===== config.mk =====
export PLATFORM = sky130hd
export DESIGN_NAME = module_unidad_ejecucion_flat
export DESIGN_NICKNAME = d
export VERILOG_FILES = /design/src/rtl/module_unidad_ejecucion_if.sv /design/src/rtl/module_unidad_ejecucion.sv /design/src/flat_wrapper.sv
export SDC_FILE = /design/constraint.sdc
export NUM_CORES = 1
export LEC_CHECK = 0
export CORE_MARGIN = 5
export CORE_UTILIZATION = 55
export DETAILED_ROUTE_END_ITERATION = 8
export HOLD_SLACK_MARGIN = 0.06
export PLACE_DENSITY = 0.87
export RECOVER_POWER = 50
export SLEW_MARGIN = 15
export SYNTH_ARGS = -nofsm -noshare
export SYNTH_HDL_FRONTEND = slang
export SYNTH_SLANG_ARGS = --single-unit

===== constraint.sdc =====
create_clock -name clk -period 6.6 [get_ports clk]
set_input_delay 1.32 -clock clk [delete_from_list [all_inputs] [get_ports clk]]
set_output_delay 1.32 -clock clk [all_outputs]
set_load 0.02 [all_outputs]

===== src/rtl/module_unidad_ejecucion_if.sv =====
// rtl/module_unidad_ejecucion_if.sv - instruction handshake and register-bank bus of the execution stage
interface module_unidad_ejecucion_if #(
   parameter int N = 32,
   parameter int W = 8
);
   localparam int AW = $clog2(N);

   logic          instr_valid;
   logic          instr_ready;
   logic [2:0]    op;
   logic [AW-1:0] addr_a;
   logic [AW-1:0] addr_b;
   logic [AW-1:0] addr_dst;
   logic [W-1:0]  rs1;
   logic [W-1:0]  rs2;
   logic [AW-1:0] addr_rs1;
   logic [AW-1:0] addr_rs2;
   logic [AW-1:0] addr_rd;
   logic          we;
   logic [W-1:0]  data_in;
   logic [W-1:0]  result;
   logic          done;

   modport slave (
      input  instr_valid, op, addr_a, addr_b, addr_dst, rs1, rs2,
      output instr_ready, addr_rs1, addr_rs2, addr_rd, we, data_in, result, done
   );

   modport master (
      output instr_valid, op, addr_a, addr_b, addr_dst, rs1, rs2,
      input  instr_ready, addr_rs1, addr_rs2, addr_rd, we, data_in, result, done
   );
endinterface


===== src/rtl/module_unidad_ejecucion.sv =====
// rtl/module_unidad_ejecucion.sv - single-issue execution stage: read operands, ALU or shift-add multiply, write back
module module_unidad_ejecucion #(
   parameter int N = 32,
   parameter int W = 8
) (
   input logic clk,
   input logic rst,
   module_unidad_ejecucion_if.slave bus
);
   localparam int AW  = $clog2(N);
   localparam int SHW = $clog2(W);

   typedef enum logic [2:0] {S_IDLE, S_READ, S_EXEC, S_MUL, S_WB} state_t;

   state_t        state;
   logic [2:0]    op_q;
   logic [AW-1:0] dst_q;
   logic [W-1:0]  opa, opb, acc;
   logic [SHW-1:0] cnt;
   logic          ready_q, we_q, done_q;
   logic [W-1:0]  result_q, data_q;
   logic [AW-1:0] addr_rs1_q, addr_rs2_q, addr_rd_q;
   logic [W-1:0]  alu_res, acc_next;

   always_comb begin
      alu_res = '0;
      case (op_q)
         3'b000:  alu_res = opa + opb;
         3'b001:  alu_res = opa - opb;
         3'b010:  alu_res = opa & opb;
         3'b011:  alu_res = opa | opb;
         3'b100:  alu_res = opa ^ opb;
         3'b101:  alu_res = opa << opb[SHW-1:0];
         3'b110:  alu_res = opa >> opb[SHW-1:0];
         default: alu_res = '0;
      endcase
   end

   // One multiplier bit per cycle; the counter doubles as the partial-product shift.
   always_comb begin
      acc_next = acc;
      if (opb[cnt])
         acc_next = acc + (opa << cnt);
   end

   always_ff @(posedge clk or negedge rst) begin
      if (!rst) begin
         state      <= S_IDLE;
         op_q       <= '0;
         dst_q      <= '0;
         opa        <= '0;
         opb        <= '0;
         acc        <= '0;
         cnt        <= '0;
         ready_q    <= 1'b1;
         we_q       <= 1'b0;
         done_q     <= 1'b0;
         result_q   <= '0;
         data_q     <= '0;
         addr_rs1_q <= '0;
         addr_rs2_q <= '0;
         addr_rd_q  <= '0;
      end else begin
         case (state)
            S_IDLE: begin
               if (bus.instr_valid && ready_q) begin
                  op_q       <= bus.op;
                  dst_q      <= bus.addr_dst;
                  addr_rs1_q <= bus.addr_a;
                  addr_rs2_q <= bus.addr_b;
                  ready_q    <= 1'b0;
                  state      <= S_READ;
               end
            end
            S_READ: begin
               opa   <= bus.rs1;
               opb   <= bus.rs2;
               acc   <= '0;
               cnt   <= '0;
               state <= (op_q == 3'b111) ? S_MUL : S_EXEC;
            end
            S_EXEC: begin
               data_q    <= alu_res;
               result_q  <= alu_res;
               addr_rd_q <= dst_q;
               we_q      <= 1'b1;
               done_q    <= 1'b1;
               state     <= S_WB;
            end
            S_MUL: begin
               acc <= acc_next;
               cnt <= cnt + 1'b1;
               if (cnt == SHW'(W-1)) begin
                  data_q    <= acc_next;
                  result_q  <= acc_next;
                  addr_rd_q <= dst_q;
                  we_q      <= 1'b1;
                  done_q    <= 1'b1;
                  state     <= S_WB;
               end
            end
            S_WB: begin
               we_q    <= 1'b0;
               done_q  <= 1'b0;
               ready_q <= 1'b1;
               state   <= S_IDLE;
            end
            default: state <= S_IDLE;
         endcase
      end
   end

   assign bus.instr_ready = ready_q;
   assign bus.addr_rs1    = addr_rs1_q;
   assign bus.addr_rs2    = addr_rs2_q;
   assign bus.addr_rd     = addr_rd_q;
   assign bus.we          = we_q;
   assign bus.done        = done_q;
   assign bus.data_in     = data_q;
   assign bus.result      = result_q;
endmodule


===== src/flat_wrapper.sv =====
// flat-port wrapper written by rule: the top's interface ports become plain ports
module module_unidad_ejecucion_flat 
#(
   parameter int N = 32,
   parameter int W = 8
)
  (clk, rst, bus_instr_valid, bus_op, bus_addr_a, bus_addr_b, bus_addr_dst, bus_rs1, bus_rs2, bus_instr_ready, bus_addr_rs1, bus_addr_rs2, bus_addr_rd, bus_we, bus_data_in, bus_result, bus_done);
  module_unidad_ejecucion_if #(.N(N), .W(W)) bus_i ();
  input logic clk;
  input logic rst;
  input wire logic [$bits(bus_i.instr_valid)-1:0] bus_instr_valid;
  input wire logic [$bits(bus_i.op)-1:0] bus_op;
  input wire logic [$bits(bus_i.addr_a)-1:0] bus_addr_a;
  input wire logic [$bits(bus_i.addr_b)-1:0] bus_addr_b;
  input wire logic [$bits(bus_i.addr_dst)-1:0] bus_addr_dst;
  input wire logic [$bits(bus_i.rs1)-1:0] bus_rs1;
  input wire logic [$bits(bus_i.rs2)-1:0] bus_rs2;
  output wire logic [$bits(bus_i.instr_ready)-1:0] bus_instr_ready;
  output wire logic [$bits(bus_i.addr_rs1)-1:0] bus_addr_rs1;
  output wire logic [$bits(bus_i.addr_rs2)-1:0] bus_addr_rs2;
  output wire logic [$bits(bus_i.addr_rd)-1:0] bus_addr_rd;
  output wire logic [$bits(bus_i.we)-1:0] bus_we;
  output wire logic [$bits(bus_i.data_in)-1:0] bus_data_in;
  output wire logic [$bits(bus_i.result)-1:0] bus_result;
  output wire logic [$bits(bus_i.done)-1:0] bus_done;
  assign bus_i.instr_valid = bus_instr_valid;
  assign bus_i.op = bus_op;
  assign bus_i.addr_a = bus_addr_a;
  assign bus_i.addr_b = bus_addr_b;
  assign bus_i.addr_dst = bus_addr_dst;
  assign bus_i.rs1 = bus_rs1;
  assign bus_i.rs2 = bus_rs2;
  assign bus_instr_ready = bus_i.instr_ready;
  assign bus_addr_rs1 = bus_i.addr_rs1;
  assign bus_addr_rs2 = bus_i.addr_rs2;
  assign bus_addr_rd = bus_i.addr_rd;
  assign bus_we = bus_i.we;
  assign bus_data_in = bus_i.data_in;
  assign bus_result = bus_i.result;
  assign bus_done = bus_i.done;
  module_unidad_ejecucion #(.N(N), .W(W)) u_core (.clk(clk), .rst(rst), .bus(bus_i));
endmodule

==> metrics.yaml, run 1 <==
synth_top_area_cell: "dfrtp_1"
core_region_area_sq_um: 8220
synth-edff-count: 0
yosysSeqAreaShare_pct: 33.9
synth_area_leaders: "dfrtp_1, ha_1, mux2_2"
fin_area_sq_um: 5490
leakage_nw: 2.31
synth_cell_types: 62
synth_cells: 478
nets: 603
rsz0062_at_grt: "no"
antenna_found_initial: 0
crit_type: "in2async"
cts.sinks: 63
syn_nets: 551
worst_ep_required_time_ns: 6.30
postCtsSetupBuffers: 0
cap_violations: 2
worst_pin_slew_ns: 3.35
cts_tree: "done"
status: "complete, but fails checks"
first_pass_iters: 5
r2r_slack_ns: 3.11
path_buf_inv: 2
period_share_pct: 61.9
cp-end-kind: "async pin"
drtIter0Drc: 292
cts.htree.levels: 3
post_dp_cell_area_sq_um: 5300
setup_tns_ns: 0
fmax_ghz: 0.245
final.setup_skew_ns: 0.0120
cp_max_fo: 63
crit_arrival_ns: 3.78
syn-cell-area_sq_um: 4660
cts_max_path_buffers: 2
crit_family: "buffers and inverters"
viasPerCell: 6.07
drv_slew: 97
synth-simple-area-share_pct: 12.6
hp-class: "reg2reg"
die_area_sq_um: 10400
ant_nets: 0
grt_max_degree: 64
path_cells: "buf_2 -> clkbuf_1"
ios: 71
crit_path_start_kind: "primary input"
routabilityCongestion: 0.979
path_clk_slew_ns: 0.07
synth_mux_area_share_pct: 16.6
wire_per_inst_microns: 18.7
drive_above_1_share_pct: 12.0
worst_skew_pair.late_latency_ns: 0.35
hold_violations: 0
vdd_ir_drop_max_mv: 0.295
hpwlAfterDp_microns: 9100
die_y_microns: 102
drcViolationCount: 0
cp_slowest_cell: "clkbuf_1"
port_buffers: 70
relSlewSlack_pct: -124
fillers: 641
avgSynthCellArea_sq_um: 9.75
grt_pass1_vias: 3938
ys_ff_latch: 63
synth_warnings: 0
fin_crit_ns: 4.08
synth_top_family_by_area: "compound AO/OA/AOI/OAI gates"
violations: "max-capacitance violations, max-slew violations"
cts_root_buf: "clkbuf_8"
synth_compound_area_share_pct: 17.9
start_util_pct: 56.7
grt_use_total_pct: 24.6
drt-total-wl_microns: 12000
synth-main-ff-cell: "dfrtp_1"
rows: 33
die_width_microns: 102
syn_to_final_growth_pct: 17.8
synthAdderAreaFrac_pct: 9.99
synthArstFlopShare_pct: 100
synth-xor-area-share_pct: 2.07
num_antenna_cells: 0
yosysTopAreaCellShare_pct: 33.3
powerDensity_nw_per_um2: 562
cts_resized: 0
grt_overflow_total: 0
setup_violations: 0
cts_buffers: 9
critical_path.max_stage_delay_ns: 2.35
ctsHoldBuffers: 0
vias: 3885
grt_pass1_wl_microns: 19700
Yosys cell counts (all sizes together) (2+ instances only):
cell type	count
o22ai	4
nand3b	4
ha	34
nand3	6
nand2	51
a21oi	18
o31a	4
mux4	12
a41oi	2
nor4	2
o22a	3
nor2	33
a22o	3
dfrtp	62
nor2b	5
or2	2
mux2	25
a31oi	6
and2	4
a22oi	9
clkbuf	14
a211oi	8
buf	20
nor3	5
o21a	7
inv	25
fa	2
o211ai	4
o21ai	37
nor3b	3
a21o	8
o221ai	4
nand2b	4
xnor2	10
mux2i	21
worst register-to-register path, cell delays in order, from the launching register on:
cell       delay, ns
dfrtp_1         0.84
inv_1           0.35
ha_1            0.35
mux2_2          0.28
fa_1            0.41
nor2b_1         0.22
o31a_1          0.18
o21ai_0         0.10
a2111oi_0       0.43
nor4_1          0.10
a21oi_1         0.15
layout make-up:
| type | count | area, sq um | share of cell area [%] |
|---|---|---|---|
| flip-flops and latches | 63 | 1580 | 28.8 |
| clock inverters | 6 | 68.8 | 1.25 |
| multi-input cells | 356 | 2760 | 50.2 |
| clock buffers | 10 | 138 | 2.51 |
| repair buffers | 75 | 722 | 13.2 |
| inverters | 25 | 93.8 | 1.71 |
| well taps | 105 | 131 | 2.39 |
metrics by stage:
step	utilization, %	std cells	power [W]	hold WS, ns	worst slack (ns)
final	66.8	640	0.00308	0.509	2.52
after global routing	66.8	640	0.00332	0.531	1.77
after CTS	67.0	640	0.00308	0.512	3.14
after detailed placement	64.4	624	0.00272	0.491	3.16
after floorplan	-	478	0.00218	0.461	3.54
after global placement	64.4	624	0.00268	0.476	3.30
worst paths after layout:
path                                                          from                                 end  cells after the start
worst max-delay path                                           rst           u_core.acc[4]$_DFFE_PN0P_                      2
worst min-delay path            u_core.bus.addr_rs2[4]$_DFFE_PN0P_  u_core.bus.addr_rs2[4]$_DFFE_PN0P_                      1
worst max register to register           u_core.opb[1]$_DFFE_PN0P_    u_core.bus.result[6]$_DFFE_PN0P_                     10
worst min register to register  u_core.bus.addr_rs2[4]$_DFFE_PN0P_  u_core.bus.addr_rs2[4]$_DFFE_PN0P_                      1
max in group clk                         u_core.opb[1]$_DFFE_PN0P_    u_core.bus.result[6]$_DFFE_PN0P_                     10
min in group asynchronous                                      rst           u_core.opb[5]$_DFFE_PN0P_                      2
metal layers:
metal | global-route usage (%) | vias to the layer above | part of all wire, %
met2 | 39.9 | 128 | 50
li1 | - | 1830 | -
met3 | 5.32 | 30 | 6.1
met1 | 31.9 | 1897 | 41
met5 | 0 | - | 0
met4 | 10.3 | 0 | 2.9
power by group:
| part | leakage (nW) | switching, W | internal [W] |
|---|---|---|---|
| clock | 0.0912 | 0.000163 | 0.000186 |
| sequential | 0.785 | 0.000283 | 0.000546 |
| combinational | 1.44 | 0.000977 | 0.000929 |
registers in the layout, indices dropped and copies added (netlist names), 3 cells and up:
| signal | count |
|---|---|
| u_core.acc | 8 |
| u_core.dst_q | 5 |
| u_core.opb | 8 |
| u_core.bus.result | 8 |
| u_core.state | 3 |
| u_core.op_q | 3 |
| u_core.bus.addr_rs1 | 5 |
| u_core.opa | 8 |
| u_core.bus.addr_rd | 5 |
| u_core.bus.addr_rs2 | 5 |
| u_core.cnt | 3 |
cells by family (layout without fill, tap and decap cells):
family,Yosys count,count (layout)
adder cells (fa/ha/maj),36,36
flip-flops,63,63
buffers and inverters,59,116
multiplexers,58,58
AND/OR/NAND/NOR,125,125
AO/OA/AOI/OAI,126,126
XOR/XNOR,11,11
cells in the final DEF (no fill, tap or decap), types with 5 or more instances in the layout:
cell	netlist	layout
xnor2_1	10	10
mux2i_1	20	20
dfrtp_1	62	62
a22oi_1	9	9
a31oi_1	6	6
a211oi_1	8	8
ha_1	34	34
a21o_1	7	7
inv_1	25	25
nor2_1	33	33
o21a_1	7	7
nand3_1	6	6
a21oi_1	17	17
mux4_2	12	12
clkbuf_8	1	10
nor2b_1	5	5
nand2_1	50	50
o21ai_0	37	37
mux2_2	25	25
nor3_1	5	5
clkdlybuf4s50_1	0	68
Note: power is estimated with default switching activity, not from simulation.
==> inputs of run 2 (changes only) <==
--- a/config.mk
+++ b/config.mk
@@ -6,10 +6,10 @@
 export NUM_CORES = 1
 export LEC_CHECK = 0
 export CORE_MARGIN = 5
-export CORE_UTILIZATION = 55
+export CORE_UTILIZATION = 50
 export DETAILED_ROUTE_END_ITERATION = 8
 export HOLD_SLACK_MARGIN = 0.06
-export PLACE_DENSITY = 0.87
+export PLACE_DENSITY = 0.84
 export RECOVER_POWER = 50
 export SLEW_MARGIN = 15
 export SYNTH_ARGS = -nofsm -noshare
==> constraint.sdc (replaced) <==
create_clock -name clk -period 3.5 [get_ports clk]
set_input_delay 0.7 -clock clk [delete_from_list [all_inputs] [get_ports clk]]
set_output_delay 0.7 -clock clk [all_outputs]
set_load 0.02 [all_outputs]
==> run 2 against run 1 <==
Net effect: the flow now finishes without violations; wire length is 0.66% higher; critical path depth rose by 8; power grew 90%; core utilization down 6.1 points; critical endpoint is now u_core.bus.result[6]$_DFFE_PN0P_; worst hold slack improved by 0.0020 ns; register-to-register slack worse by 2.6 ns; first-iteration DRC count up 26%; via count up 0.62%; die area increased by 9.0%; sequential power is 69% higher; worst setup slack got worse by 2.0 ns.
==> metrics.yaml, run 2 (synthesized netlist as in run 1, its figures left out) <==
core_region_area_sq_um: 9150
timing.hold.ws_ns: 0.511
r2r_slack_ns: 0.47
grt_overflow_total: 0
layout_commonest_cell: "clkdlybuf4s50_1"
hp-class: "reg2reg"
whs_endpoint: "u_core.bus.addr_rs2[3]$_DFFE_PN0P_"
rsz0062_at_grt: "no"
reg2reg_from: "u_core.cnt[0]$_DFFE_PN0P_"
cts.sinks: 63
cp_slowest_cell: "dfrtp_1"
path_clk_slew_ns: 0.08
worst_ep_required_time_ns: 3.78
post_dp_cell_area_sq_um: 5390
grt_pass1_vias: 3960
cts_buffers: 9
vdd_ir_drop_max_mv: 0.557
fmax_ghz: 0.330
grt_max_degree: 44
cap_violations: 0
fin_crit_ns: 3.03
setup_tns_ns: 0
drt-total-wl_microns: 12100
worst_pin_slew_ns: 1.20
setup_violations: 0
nets: 614
rows: 35
fillers: 736
drcViolationCount: 0
cts.htree.levels: 3
worst_skew_pair.late_latency_ns: 0.35
first_pass_iters: 5
cp-end-kind: "flip-flop"
path_buf_inv: 0
worstReg2RegEnd: "u_core.bus.result[6]$_DFFE_PN0P_"
rr_worst_depth: 10
min_from: "u_core.bus.addr_rs2[3]$_DFFE_PN0P_"
drv_slew: 0
cts_resized: 0
ant_nets: 0
grt_use_total_pct: 22.9
cts_root_buf: "clkbuf_8"
die_area_sq_um: 11300
ios: 71
grt_pass1_wl_microns: 20400
hpwlAfterDp_microns: 9110
final.setup_skew_ns: 0.0104
start_util_pct: 50.9
die_width_microns: 107
leakage_nw: 2.37
critical_path.max_stage_delay_ns: 0.71
postCtsSetupBuffers: 0
crit_path_start_kind: "flip-flop"
vias: 3909
relSlewSlack_pct: 19.7
drive_above_1_share_pct: 14.1
crit_arrival_ns: 3.31
num_antenna_cells: 0
post-route-util_pct: 60.7
viasPerCell: 5.95
whs_path_depth: 1
routabilityCongestion: 0.945
hold_violations: 0
cp_max_fo: 14
status: "finished, final reports clean"
syn_to_final_growth_pct: 19.2
pre_cts_ws_ns: 0.491
cts_tree: "done"
wire_per_inst_microns: 18.4
path_cells: "mux2i_1 -> mux2i_1 -> and2_1 -> ha_1 -> a211oi_1 -> or4b_1 -> a41o_1 -> a21oi_1 -> nor4_1 -> a21oi_1"
fin_ws_ns: 0.474
port_buffers: 70
cts_max_path_buffers: 2
die_y_microns: 107
period_share_pct: 86.5
crit_type: "reg2reg"
seqCellArea_sq_um: 1580
multi_input_area_sq_um: 2760
crit_family: "simple AND/OR/NAND/NOR gates"
powerDensity_nw_per_um2: 1050
layout_common_cells: "clkdlybuf4s50_1, dfrtp_1, nand2_1"
drtIter0Drc: 367
antenna_found_initial: 0
ctsHoldBuffers: 0
fin_area_sq_um: 5550
run 2: per-stage QoR:
stage | std cells | total power (W)
2_1_floorplan | 478 | 0.00411
3_3_place_gp | 641 | 0.00513
3_5_place_dp | 641 | 0.00522
4_1_cts | 657 | 0.00584
5_1_grt | 657 | 0.00635
6_report | 657 | 0.00586
run 2: layer usage:
| layer | track usage [%] | wire [microns] |
|---|---|---|
| met5 | 0 | 0 |
| met1 | 29.2 | 4930 |
| met4 | 11.1 | 436 |
| met3 | 4.68 | 840 |
| met2 | 36.9 | 5860 |
run 2: area by class of cell:
type,instances,share of cell area [%]
Clock buffer,9,2.23
Inverter,25,1.69
Clock inverter,7,0.991
Tap cell,111,2.50
Timing Repair Buffer,86,14.5
Sequential cell,63,28.4
Multi-Input combinational cell,356,49.7
run 2: worst register-to-register path, delay by kind of cell (launching register included):
family          cells  cell delay, ns
simple gates        3            0.77
mux                 2            0.41
fa+ha+maj           1            0.37
flops               1            0.71
compound gates      4            0.70
run 2: power by group:
part,total (W),internal [W],switching [W]
registers,0.00140,0.00103,0.000363
logic,0.00386,0.00181,0.00205
clock network,0.000601,0.000264,0.000336
run 2: worst max path at each step:
stage | depth (start not counted) | startpoint | endpoint | slack (ns)
finish | 10 | u_core.cnt[0]$_DFFE_PN0P_ | u_core.bus.result[6]$_DFFE_PN0P_ | 0.47
global route | 11 | u_core.cnt[0]$_DFFE_PN0P_ | u_core.bus.result[6]$_DFFE_PN0P_ | 0.18
floorplan | 13 | u_core.opb[1]$_DFFE_PN0P_ | u_core.bus.result[7]$_DFFE_PN0P_ | 0.44
CTS | 10 | u_core.cnt[0]$_DFFE_PN0P_ | u_core.bus.result[6]$_DFFE_PN0P_ | 0.46
detailed placement | 10 | u_core.cnt[0]$_DFFE_PN0P_ | u_core.bus.result[6]$_DFFE_PN0P_ | 0.49
global placement | 10 | u_core.opb[1]$_DFFE_PN0P_ | u_core.bus.result[6]$_DFFE_PN0P_ | 0.54
==> inputs of run 3 (changes only) <==
--- a/config.mk
+++ b/config.mk
@@ -6,10 +6,10 @@
 export NUM_CORES = 1
 export LEC_CHECK = 0
 export CORE_MARGIN = 5
-export CORE_UTILIZATION = 50
+export CORE_UTILIZATION = 45
 export DETAILED_ROUTE_END_ITERATION = 8
 export HOLD_SLACK_MARGIN = 0.06
-export PLACE_DENSITY = 0.84
+export PLACE_DENSITY = 0.77
 export RECOVER_POWER = 50
 export SLEW_MARGIN = 15
 export SYNTH_ARGS = -nofsm -noshare
==> run 3 against run 2 <==
Net effect: the run now ends with max-capacitance violations, max-slew violations left; power up 1.3%; clock skew is 0.0021 ns higher; count of clock-buffer cells in the layout increased by 1; worst setup slack worse by 0.049 ns; final area rose by 1.1%; via count about the same; largest power group unchanged.
==> metrics.yaml, run 3 (synthesized netlist as in run 1, its figures left out) <==
crit_type: "reg2reg"
cp-end-kind: "flip-flop"
timing.hold.ws_ns: 0.509
port_buffers: 70
cp_max_fo: 14
viasPerCell: 5.72
drtIter0Drc: 303
wire_per_inst_microns: 17.6
worst_skew_pair.late_latency_ns: 0.36
routabilityCongestion: 0.973
die_y_microns: 112
drive_above_1_share_pct: 13.9
whs_path_depth: 1
layout_common_cells: "clkdlybuf4s50_1, dfrtp_1, nand2_1"
syn_to_final_growth_pct: 20.5
antenna_found_initial: 0
first_pass_iters: 5
drv_slew: 35
powerDensity_nw_per_um2: 1060
relSlewSlack_pct: -23.1
drt-total-wl_microns: 12000
ctsHoldBuffers: 0
cts.sinks: 63
place_inst: 667
cts_max_path_buffers: 2
fin_cells: 683
final.setup_skew_ns: 0.0125
worst_ep_required_time_ns: 3.78
hold_violations: 0
grt_pass1_vias: 3923
ant_nets: 0
path_clk_slew_ns: 0.08
nets: 615
ios: 71
die_area_sq_um: 12500
rsz0062_at_grt: "no"
drcViolationCount: 0
die_width_microns: 112
worst_pin_slew_ns: 1.85
pre_cts_ws_ns: 0.479
setup_violations: 0
fin_crit_ns: 3.07
cap_violations: 1
rows: 37
cts_resized: 0
cts.htree.levels: 3
grt_max_degree: 35
vdd_ir_drop_max_mv: 0.504
vias: 3906
cts_root_buf: "clkbuf_8"
fin_ws_ns: 0.425
start_util_pct: 45.5
fmax_ghz: 0.325
leakage_nw: 2.38
grt_overflow_total: 0
status: "complete, but fails checks"
rr_worst_depth: 10
hpwlAfterDp_microns: 9180
setup_tns_ns: 0
post-route-util_pct: 54.9
postCtsSetupBuffers: 0
crit_arrival_ns: 3.36
grt_use_total_pct: 19.7
layout_commonest_cell: "clkdlybuf4s50_1"
num_antenna_cells: 0
cts_buffers: 9
cts_tree: "done"
hp-class: "reg2reg"
grt_pass1_wl_microns: 20000
core_region_area_sq_um: 10200
period_share_pct: 87.9
violations: "max-capacitance violations, max-slew violations"
crit_path_start_kind: "flip-flop"
-- run 3: worst max-delay path, stage by stage (launching register included) --
cell	delay, ns
dfrtp_1	0.70
mux2i_1	0.33
mux2i_1	0.14
and2_1	0.18
ha_1	0.36
a211oi_1	0.12
or4b_1	0.52
a41o_1	0.22
a21oi_1	0.18
nor4_1	0.09
a21oi_1	0.16
-- run 3: final timing paths --
kind / start / to / slack [ns]
worst min-delay path: u_core.dst_q[1]$_DFFE_PN0P_ / u_core.dst_q[1]$_DFFE_PN0P_ / 0.51
worst max register to register: u_core.cnt[0]$_DFFE_PN0P_ / u_core.bus.result[6]$_DFFE_PN0P_ / 0.43
worst max-delay path: u_core.cnt[0]$_DFFE_PN0P_ / u_core.bus.result[6]$_DFFE_PN0P_ / 0.43
min in group asynchronous: rst / u_core.opa[1]$_DFFE_PN0P_ / 0.83
max in group asynchronous: rst / u_core.bus.addr_rs2[2]$_DFFE_PN0P_ / 1.14
worst min register to register: u_core.dst_q[1]$_DFFE_PN0P_ / u_core.dst_q[1]$_DFFE_PN0P_ / 0.51
-- run 3: final cells by class --
type	count	area (sq um)
clock inverters	6	68.8
repair buffers	87	807
fillers	907	4620
inverters	25	93.8
clock buffers	10	138
well taps	136	170
multi-input cells	356	2760
flip-flops and latches	63	1580
-- run 3: per-stage QoR --
stage / power (W) / area, sq um
6_report: 0.00593 / 5610
4_1_cts: 0.00593 / 5630
2_1_floorplan: 0.00411 / 4660
5_1_grt: 0.00639 / 5610
3_3_place_gp: 0.00515 / 5420
3_5_place_dp: 0.00524 / 5420
-- run 3: per-layer routing --
layer / wire length, microns / up-vias / GRT usage [%]
li1: - / 1852 / -
met1: 5100 / 1864 / 26.0
met2: 5830 / 167 / 32.5
met3: 841 / 23 / 4.18
met4: 276 / 0 / 6.41
met5: 0 / - / 0
-- run 3: report_power, final --
| group | leakage [nW] | total [W] | switching (W) | internal (W) |
|---|---|---|---|---|
| Clock | 0.103 | 0.000665 | 0.000314 | 0.000352 |
| Combinational | 1.49 | 0.00386 | 0.00205 | 0.00181 |
| Sequential | 0.785 | 0.00140 | 0.000370 | 0.00103 |
| Total | 2.38 | 0.00593 | 0.00273 | 0.00320 |
==> RTL edit (config.mk and constraints of run 3) <==
The 5 states of `state_t` get a one-hot encoding in 5 bits.
--- a/src/rtl/module_unidad_ejecucion.sv
+++ b/src/rtl/module_unidad_ejecucion.sv
@@ -12,3 +12,3 @@
 
-   typedef enum logic [2:0] {S_IDLE, S_READ, S_EXEC, S_MUL, S_WB} state_t;
+   typedef enum logic [4:0] {S_IDLE = 5'b00001, S_READ = 5'b00010, S_EXEC = 5'b00100, S_MUL = 5'b01000, S_WB = 5'b10000} state_t;
 
Formal check against the unedited RTL: same outputs for any inputs over 10 cycles, from zero or initial values and one cycle with rst low; not proved beyond that.
==> RTL edit against run 3 <==
The flow still finishes with violations (capacitance limit, slew limit). Sequential cell count grew 2. Count of clock-buffer cells in the layout shrank 1. Wire length grew 1.2%. Critical path depth is the same. Cell area grew 1.4%. Core utilization grew 0.30 points. Worst setup slack gained 0.072 ns. Largest cell class unchanged. Synthesized area grew 1.8%.
Power is not compared: it rests on default switching activity, and its combinational part moved more than twofold at a synthesized area within 25%.
==> RTL edit: results <==
group,metric,value,unit
layout,finalNonFillerCells,695,
logic_synthesis,synth_cell_types,67,
logic_synthesis,ys_seq_area_share,34.35,%
logic_synthesis,synth_fp_nets,568,
hold_path,hold_end,"u_core.bus.instr_ready$_DFFE_PN1P_",
logic_synthesis,synth_compound_area_share,17.73,%
logic_synthesis,synth_xor_area_share,2.401,%
status,violations,"capacitance limit, slew limit",
placement,dpl.hpwl,9135,um
placement,dp.cells,679,
drt,drt_iter0_drc,352,
logic_synthesis,synth.area.top_cells,"dfrtp_1, ha_1, mux2_2",
setup_path,crit_arrival,3.28,ns
global_route,grt_pass1_vias,3938,
status,status,"finished with violations",
global_route,use_met2,31.04,%
run,cap_viol_max_count,1,
logic_synthesis,ys_top_cells_by_count,"dfrtp_1, nand2_1, o21ai_0",
logic_synthesis,synthMuxAreaShare,15.51,%
drt,route.detailed.wl_per_inst,17.54,um
timing,worstMarginPinSlew,2.184,ns
layout,layout-drive-gt1-share,13.24,%
global_route,grtUsageTotal,19.20,%
setup_path,reg2reg_to,"u_core.bus.result[7]$_DFFE_PN0P_",
timing,finalMaxSlewViolations,42,
-- RTL edit: metal layers --
layer	vias to the layer above	part of all wire [%]	wire, um
li1	1904	-	-
met1	1906	42	5063
met2	192	48	5879
met3	32	7.4	906
met4	0	2.8	342
met5	-	0	0
-- RTL edit: area by class of cell --
type | instances | area, um2 | area share [%]
clock buffers | 9 | 123.9 | 2.175
clock inverters | 7 | 77.57 | 1.362
repair buffers | 86 | 804.5 | 14.13
multi-input cells | 368 | 2800 | 49.17
flip-flops and latches | 65 | 1629 | 28.60
inverters | 24 | 90.09 | 1.582
well taps | 136 | 170.2 | 2.988
-- RTL edit: worst max path at each step --
stage	start	to	slack [ns]
after floorplan	u_core.opb[0]$_DFFE_PN0P_	u_core.bus.result[4]$_DFFE_PN0P_	0.62
after global placement	u_core.cnt[0]$_DFFE_PN0P_	u_core.bus.result[7]$_DFFE_PN0P_	0.63
after detailed placement	u_core.cnt[0]$_DFFE_PN0P_	u_core.bus.result[7]$_DFFE_PN0P_	0.54
after CTS	u_core.cnt[0]$_DFFE_PN0P_	u_core.bus.result[7]$_DFFE_PN0P_	0.53
after global routing	u_core.cnt[0]$_DFFE_PN0P_	u_core.bus.result[7]$_DFFE_PN0P_	0.20
final	u_core.cnt[0]$_DFFE_PN0P_	u_core.bus.result[7]$_DFFE_PN0P_	0.50
-- RTL edit: worst max-delay path: stages (launching register included) --
cell,delay (ns)
dfrtp_1,0.69
mux2i_1,0.31
mux2i_1,0.13
and2_1,0.17
ha_1,0.34
o21ai_0,0.28
o21ai_0,0.12
a21oi_1,0.20
mux2i_2,0.11
or4_1,0.50
o211ai_2,0.07
-- RTL edit: per-stage QoR --
stage | setup slack (ns) | instance area [um2] | util [%] | hold slack, ns | power (mW)
2_1_floorplan | 0.6210 | 4742 | - | 0.4044 | 1.253
3_3_place_gp | 0.6324 | 5512 | 53.39 | 0.4759 | 1.461
3_5_place_dp | 0.5394 | 5512 | 53.39 | 0.4928 | 1.476
4_1_cts | 0.5294 | 5713 | 55.34 | 0.4992 | 2.143
5_1_grt | 0.2005 | 5695 | 55.17 | 0.5210 | 2.248
6_report | 0.4974 | 5695 | 55.17 | 0.5067 | 2.137
-- RTL edit: kinds of logic (layout without fill, tap and decap cells) --
family / Yosys count / in the layout
buffers and inverters: 62 / 126
xor gates and xnor gates: 13 / 13
muxes: 54 / 54
DFF: 65 / 65
and+or+nand+nor: 132 / 132
adders and majority gates: 36 / 36
AOI/OAI and AO/OA: 133 / 133
-- RTL edit: report_power, final --
| part | total, mW | leakage (nW) | internal (mW) | switching [mW] |
|---|---|---|---|---|
| Clock | 0.665 | 0.100 | 0.335 | 0.330 |
| Combinational | 0.631 | 1.55 | 0.294 | 0.336 |
| Sequential | 0.841 | 0.812 | 0.794 | 0.0478 |
